File: config.mk
export PLATFORM = sky130hd
export DESIGN_NAME = track_filter
export DESIGN_NICKNAME = d
export VERILOG_FILES = /design/src/rtl/track_filter.sv
export SDC_FILE = /design/constraint.sdc
export NUM_CORES = 1
export LEC_CHECK = 0
export ABC_AREA = 0
export ABC_CLOCK_PERIOD_IN_PS = 5740
export BUFFER_PORTS_ARGS = -buffer_cell sky130_fd_sc_hd__buf_2
export CAP_MARGIN = 20
export CORE_UTILIZATION = 25
export CTS_BUF_LIST = sky130_fd_sc_hd__clkbuf_8
export DETAILED_ROUTE_END_ITERATION = 8
export PLACE_DENSITY_LB_ADDON = 0.15
export RECOVER_POWER = 25
export SYNTH_ARGS = -nofsm -noshare
export SYNTH_HDL_FRONTEND = slang
export SYNTH_SLANG_ARGS = --single-unit
File: constraint.sdc
create_clock -name clk -period 5.74 [get_ports clk]
set_clock_uncertainty 0.15 [all_clocks]
set_input_delay 0 -clock clk [delete_from_list [all_inputs] [get_ports clk]]
set_output_delay 0 -clock clk [all_outputs]
set_load 0.1 [all_outputs]
File: src/rtl/track_filter.sv
// track_filter: per-frame EMA smoothing, motion direction and track/lost status
// for the first-marker detector's hits; all outputs refresh one clock after end_frame.
module track_filter #(
    parameter int ALPHA_SHIFT = 2,
    parameter int DEADZONE    = 4,
    parameter int LOST_FRAMES = 8
) (
    input  logic        clk,
    input  logic        rst,
    input  logic        detect,
    input  logic [12:0] i_X_pos,
    input  logic [12:0] i_Y_pos,
    input  logic        new_frame,
    input  logic        end_frame,
    output logic        o_update,
    output logic        o_tracking,
    output logic        o_lost,
    output logic [12:0] o_X_avg,
    output logic [12:0] o_Y_avg,
    output logic [3:0]  o_dir,
    output logic [7:0]  o_miss_cnt
);
    typedef enum logic {IDLE, TRACK} state_t;
    localparam logic signed [13:0] DZ = 14'(DEADZONE);
    localparam logic [7:0] LF = 8'(LOST_FRAMES);
    state_t state, state_n;
    logic in_frame, hit, acc, eval, f_hit, tracking_n, lost_n;
    logic [12:0] sx, sy, px, py, fx, fy, ax_n, ay_n, px_n, py_n;
    logic signed [13:0] ex, ey, dx, dy;
    logic [3:0] dir_n;
    logic [7:0] miss_n;
    always_comb begin
        acc = detect & (in_frame | new_frame);
        eval = end_frame & in_frame & ~new_frame;
        f_hit = hit | acc;
        // a detect in the end_frame cycle is folded in without waiting for the latch
        fx = hit ? sx : i_X_pos;
        fy = hit ? sy : i_Y_pos;
        ex = $signed({1'b0, fx}) - $signed({1'b0, o_X_avg});
        ey = $signed({1'b0, fy}) - $signed({1'b0, o_Y_avg});
        dx = $signed({1'b0, fx}) - $signed({1'b0, px});
        dy = $signed({1'b0, fy}) - $signed({1'b0, py});
        state_n = state;
        tracking_n = o_tracking;
        lost_n = 1'b0;
        ax_n = o_X_avg;
        ay_n = o_Y_avg;
        px_n = px;
        py_n = py;
        dir_n = o_dir;
        miss_n = o_miss_cnt;
        if (eval && f_hit) begin
            state_n = TRACK;
            tracking_n = 1'b1;
            miss_n = 8'd0;
            px_n = fx;
            py_n = fy;
            ax_n = (state == IDLE) ? fx : o_X_avg + 13'(ex >>> ALPHA_SHIFT);
            ay_n = (state == IDLE) ? fy : o_Y_avg + 13'(ey >>> ALPHA_SHIFT);
            dir_n = (state == IDLE) ? 4'd0 : {dy < -DZ, dy > DZ, dx < -DZ, dx > DZ};
        end else if (eval && state == TRACK) begin
            miss_n = o_miss_cnt + 8'd1;
            dir_n = 4'd0;
            if (miss_n == LF) begin
                state_n = IDLE;
                tracking_n = 1'b0;
                lost_n = 1'b1;
            end
        end
    end
    always_ff @(posedge clk) begin
        if (rst) begin
            state <= IDLE;
            in_frame <= 1'b0;
            hit <= 1'b0;
            sx <= '0;
            sy <= '0;
            px <= '0;
            py <= '0;
            o_update <= 1'b0;
            o_tracking <= 1'b0;
            o_lost <= 1'b0;
            o_X_avg <= '0;
            o_Y_avg <= '0;
            o_dir <= '0;
            o_miss_cnt <= '0;
        end else begin
            state <= state_n;
            in_frame <= new_frame ? 1'b1 : (end_frame ? 1'b0 : in_frame);
            hit <= new_frame ? acc : (hit | acc);
            if (acc && (new_frame || !hit)) begin
                sx <= i_X_pos;
                sy <= i_Y_pos;
            end
            px <= px_n;
            py <= py_n;
            o_update <= eval;
            o_tracking <= tracking_n;
            o_lost <= lost_n;
            o_X_avg <= ax_n;
            o_Y_avg <= ay_n;
            o_dir <= dir_n;
            o_miss_cnt <= miss_n;
        end
    end
endmodule

* Word-level counts from Yosys, hierarchy flattened *
Cells that the tools add are included.

operators by class
  bitwise operators = 7
  reductions and logical operators = 11
  add/subtract/negate cells = 7
  $lt $le $gt $ge = 4
  equality and inequality tests = 1
  muxes and demuxes = 14

operators with widths
  cell                                                         count
  subtractor 13 x 13 -> 14 bit                                 4
  two-way mux 13 bit                                           4
  > comparator 14 x 4 -> 1 bit, second input constant          2
  less-than comparator 14 x 3 -> 1 bit, second input constant  2
  adder 13 bit                                                 2
  two-way mux 4 bit                                            3
  adder 8 x 1 -> 8 bit, second input constant                  1
  equality test 8 x 4 -> 1 bit, second input constant          1
  two-way mux 1 bit                                            7
  nonzero test 2 bit                                           3
  AND 1 bit                                                    3
  logical AND 1 bit                                            3
  OR reduction 3 bit                                           1
  inverter 1 bit                                               2
  OR 1 bit                                                     2
  AND reduction 2 bit                                          1
  OR reduction 2 bit                                           1
  logical NOT 1 bit                                            1
  logical OR 1 bit                                             1

storage, ports and cells
  bits in registers = 95
  output and inout port bits = 41
  bits of input ports = 31
  word-level logic and storage cells = 57

* Logic depth before layout (Yosys ltp) *
  depth after elaboration = 6
  depth in mapped cells = 21
  depth with buffers taken out = 19

* Least setup slack after synthesis *
Ideal clock, no wire load.

  path type = flip-flop to flip-flop
  start = register hit
  end = register o_X_avg[11]
  data arrival time = 4.358 ns
  cell stages (with the launch flop) = 21
  library setup time = 0.134 ns
  slack = 1.098 ns
  path buffers = 2
  clock period less this slack = 4.642 ns
  required time = 5.456 ns
  path through = dfxtp_1 buf_2 buf_2 mux2i_1 inv_1 ha_1 nor3b_1 a221oi_4 a21oi_2 nand2b_1 a21oi_1 xnor2_1 ha_1 o21a_1 o21a_1 a2111oi_2 nor3_1 a311oi_2 xnor2_1 a211oi_1 a211oi_1

between the ends
  cells in the longest elaborated chain, start to end = 4
  elaborated cells between the ends (all ways) = 6
  classes of those cells = add/sub (2); mux (2); bitwise (1); reduce/logical (1)

ends and longest elaborated chain
  item                          RTL line  text
  start: declaration            27        logic in_frame, hit, acc, eval, f_hit, tracking_n, lost_n;
  start signal: assignment      90        hit <= new_frame ? acc : (hit | acc);
  two-way mux 13 bit            37        fx = hit ? sx : i_X_pos;
  net fx[1]                     28        logic [12:0] sx, sy, px, py, fx, fy, ax_n, ay_n, px_n, py_n;
  subtractor 13 x 13 -> 14 bit  39        ex = $signed({1'b0, fx}) - $signed({1'b0, o_X_avg});
  adder 13 bit                  58        ax_n = (state == IDLE) ? fx : o_X_avg + 13'(ex >>> ALPHA_SHIFT);
  two-way mux 13 bit            58
  end signal: assignment        100       o_X_avg <= ax_n;
  end: declaration              18        output logic [12:0] o_X_avg,

The timed path passes the listed nets, and every way through them passes these cells.
A chain may end at the register's enable or synchronous reset.

* Final worst setup path *
  start = register hit
  end = register o_Y_avg[12]

between the ends
  cells in the longest elaborated chain, start to end = 4
  elaborated cells between the ends (all ways) = 6
  classes of those cells = add/sub (2); mux (2); bitwise (1); reduce/logical (1)

ends and longest elaborated chain
  item                          RTL line  text
  two-way mux 13 bit            38        fy = hit ? sy : i_Y_pos;
  net fy[6]                     28
  subtractor 13 x 13 -> 14 bit  40        ey = $signed({1'b0, fy}) - $signed({1'b0, o_Y_avg});
  adder 13 bit                  59        ay_n = (state == IDLE) ? fy : o_Y_avg + 13'(ey >>> ALPHA_SHIFT);
  two-way mux 13 bit            59
  end signal: assignment        101       o_Y_avg <= ay_n;
  end: declaration              19        output logic [12:0] o_Y_avg,

The timed path passes the listed nets, and every way through them passes these cells.

==> metrics.yaml <==
ys_seq_area_share_pct: 25.6
clock_latency_ps: 380
path_delay_family: "compound AO/OA/AOI/OAI gates"
ys_seq_elements: 95
path_clk_slew_ps: 120
p_sw_uw: 724
hp-start: "end_frame"
avgSynthCellArea_um2: 7.83
htreeDepth: 3
post-route-drc-count: 0
synth-simple-area-share_pct: 16.9
globalRouteTotalUtil_pct: 14.2
outcome: "complete, no violations"
cts.root.buffer_cell: "clkbuf_8"
clkPwrFrac_pct: 25.9
synth_top_family_by_area: "compound AO/OA/AOI/OAI gates"
overflow: 0
synth_edf_count: 0
syn_nets: 1062
drt-total-wl_um: 21400
finalCriticalPeriod_ps: 4790
wl_per_cell_um: 15.1
switching_share_pct: 38.1
cp_cell_sequence: "buf_4 -> mux2i_1 -> inv_1 -> ha_1 -> a21o_1 -> a221o_1 -> a21oi_2 -> o21ai_2 -> nand2_1 -> a21boi_0 -> nor2_1 -> xnor2_1 -> ha_1 -> a21o_1 -> a41oi_1 -> o21ai_0 -> xor2_1 -> mux2i_1 -> a221oi_2"
vdd_drop_max_mv: 0.105
post-cts-setup-buffers: 0
powerDensity_mw_per_mm2: 221
antenna_cells: 0
synthAdderAreaFrac_pct: 14.0
grt_max_degree: 69
cts_tree: "yes"
viasPerCell: 4.71
required_ps: 5810
r2r-end: "o_Y_avg[12]"
hold_class: "input pin to flop"
clock.fmax_ghz: 0.209
dp.cells: 1375
num_rows: 62
tns_ps: 0
p_int_uw: 1180
r2r_cells: 19
netlist_area_mm2: 0.00744
stdcell_count: 1421
nets: 1144
cts_buffers: 9
async_flop_share_pct: 0
synth_cells: 950
p_seq_share_pct: 36.5
die_h_um: 175
setup_viol: 0
cpPeakStageDelay_ps: 420
nFillCells: 3165
rsz0062_at_grt: "false"
clock_sinks: 95
final_max_slew_viol_count: 0
max_slew_margin_pct: 18.0
gp_congestion: 0.784
die_x_um: 175
tightest_slew_ps: 1240
synth_ff_type: "dfxtp_1"
r2r_setup_slack_ps: 950
hold_viol: 0
vias: 6699
clockBufferDepth: 2
synth_xor_area_share_pct: 6.59
grt_pass1_wl_um: 34100
cp_data_arrival_time_ps: 4860
yosys_warnings: 0
initial_core_util_pct: 25.6
area_growth_pct: 15.8
grt_pass1_vias: 6265
critPathLaunchType: "flop"
drt_first_pass_iters: 5
drive_above_1_share_pct: 8.97
synthMuxAreaShare_pct: 4.14
hold_path_depth: 3
synth.distinct_cells: 72
floorplan.io_pins: 72
timing.rr.start: "hit"
p_leak_uw: 0.00328
worstHoldEndpoint: "o_update"
worst_setup_path_end_kind: "flop"
worst-path-buf-inv: 2
comb_power_share_pct: 37.6
drt_iter0_markers: 324
antenna_found_initial: 0
cp_max_fo: 25
dp_hpwl_um: 16600
cp_slowest_cell: "dfxtp_2"
crit_type: "flop to flop"
design.die.area_mm2: 0.0305
max_cap_violations: 0
period_share_pct: 83.4
port_buffers: 71
synth_compound_area_share_pct: 26.0
coreArea_mm2: 0.0290
antenna_left: 0
-- flip-flops by register name, summed over array words and instances, names as in the netlist --
name,count
o_X_avg,13
o_lost,1
sy,13
in_frame,1
py,13
o_miss_cnt,8
hit,1
o_Y_avg,13
o_dir,4
state,1
sx,13
px,13
o_update,1
-- layer usage --
| metal | vias up | track usage (%) | wire length (um) |
|---|---|---|---|
| li1 | 3521 | - | - |
| met1 | 3053 | 21.5 | 11800 |
| met2 | 115 | 20.8 | 8670 |
| met3 | 10 | 1.82 | 765 |
| met4 | 0 | 3.44 | 188 |
| met5 | - | 0 | 0 |
-- worst min-delay path, stage by stage --
cell,delay (ps)
buf_2,110
nand3b_1,330
nor2_1,70
-- placed cells by master, fill, tap and decap left out, drive strengths merged, types with 15 or more instances in the layout --
| cell | Yosys | layout |
|---|---|---|
| a211oi | 62 | 62 |
| xor2 | 16 | 16 |
| ha | 77 | 77 |
| mux2i | 21 | 21 |
| o21ai | 46 | 46 |
| nor3 | 19 | 19 |
| clkbuf | 33 | 42 |
| xnor2 | 40 | 40 |
| nor2 | 104 | 104 |
| dlygate4sd3 | 0 | 30 |
| inv | 78 | 81 |
| a21oi | 85 | 85 |
| a21o | 15 | 15 |
| nand2 | 107 | 107 |
| buf | 4 | 45 |
| dfxtp | 95 | 95 |
| o21a | 16 | 16 |
-- worst max-delay path by stage --
stage	startpoint	endpoint	slack [ps]	cells past startpoint
global route	hit	o_Y_avg[12]	570	18
CTS	hit	o_Y_avg[12]	940	18
global placement	hit	o_Y_avg[12]	1070	18
detailed placement	hit	o_Y_avg[12]	980	18
finish	hit	o_Y_avg[12]	950	19
floorplan	hit	o_X_avg[11]	1100	20
-- per-stage QoR --
stage               total power, uW  cell area, um^2  setup WS, ps  utilization, %  hold slack (ps)
floorplan                      1260             7440          1100               -            -32.6
global placement               1410             8140          1070            28.1              110
detailed placement             1410             8150           978            28.1              115
CTS                            1930             8660           945            29.8             6.24
global route                   2040             8620           572            29.7             45.5
finish                         1900             8620           955            29.7             19.7
-- kinds of logic (layout without fill, tap and decap cells) --
kind of cell	after synthesis	count (layout)
and+or+nand+nor	289	289
AOI/OAI and AO/OA	285	285
buffers and inverters	115	202
DFF	95	95
adders and majority gates	81	81
xor gates and xnor gates	56	56
muxes	29	29
-- repair_timing --
action                                 4_1_cts  5_1_grt
endpoints found under the hold margin       67        0
resized for setup                            0        0
hold buffers                                30        0
-- cell type report --
class	count	area, um^2	share of cell area, %
tap	384	480	5.58
clock buffer	9	124	1.44
timing repair buffer	108	677	7.86
sequential	95	1900	22.1
clock inverter	7	78.8	0.915
multi-input combinational	740	5060	58.7
inverter	78	293	3.40
-- cell usage after synthesis, types with 15 or more instances --
master      n  area share, %
xor2_1     16            1.9
nor3_1     19            1.3
a211oi_1   60            6.1
ha_1       77             13
a21o_1     15            1.5
mux2i_1    19            2.6
inv_1      78            3.9
a21oi_1    83            5.6
nor2_1    104            5.2
xnor2_1    40            4.7
nand2_1   107            5.4
dfxtp_1    95             26
o21a_1     16            1.6
o21ai_0    40            2.7
clkbuf_1   27            1.4
-- power groups by stage --
stage	Sequential (uW)	Clock [uW]	Combinational, uW
after CTS	695	519	719
after detailed placement	710	0	700
final	695	491	715
after global placement	710	0	703
after global routing	698	541	801
after floorplan	741	0	517
(Power assumes the default switching activity.)
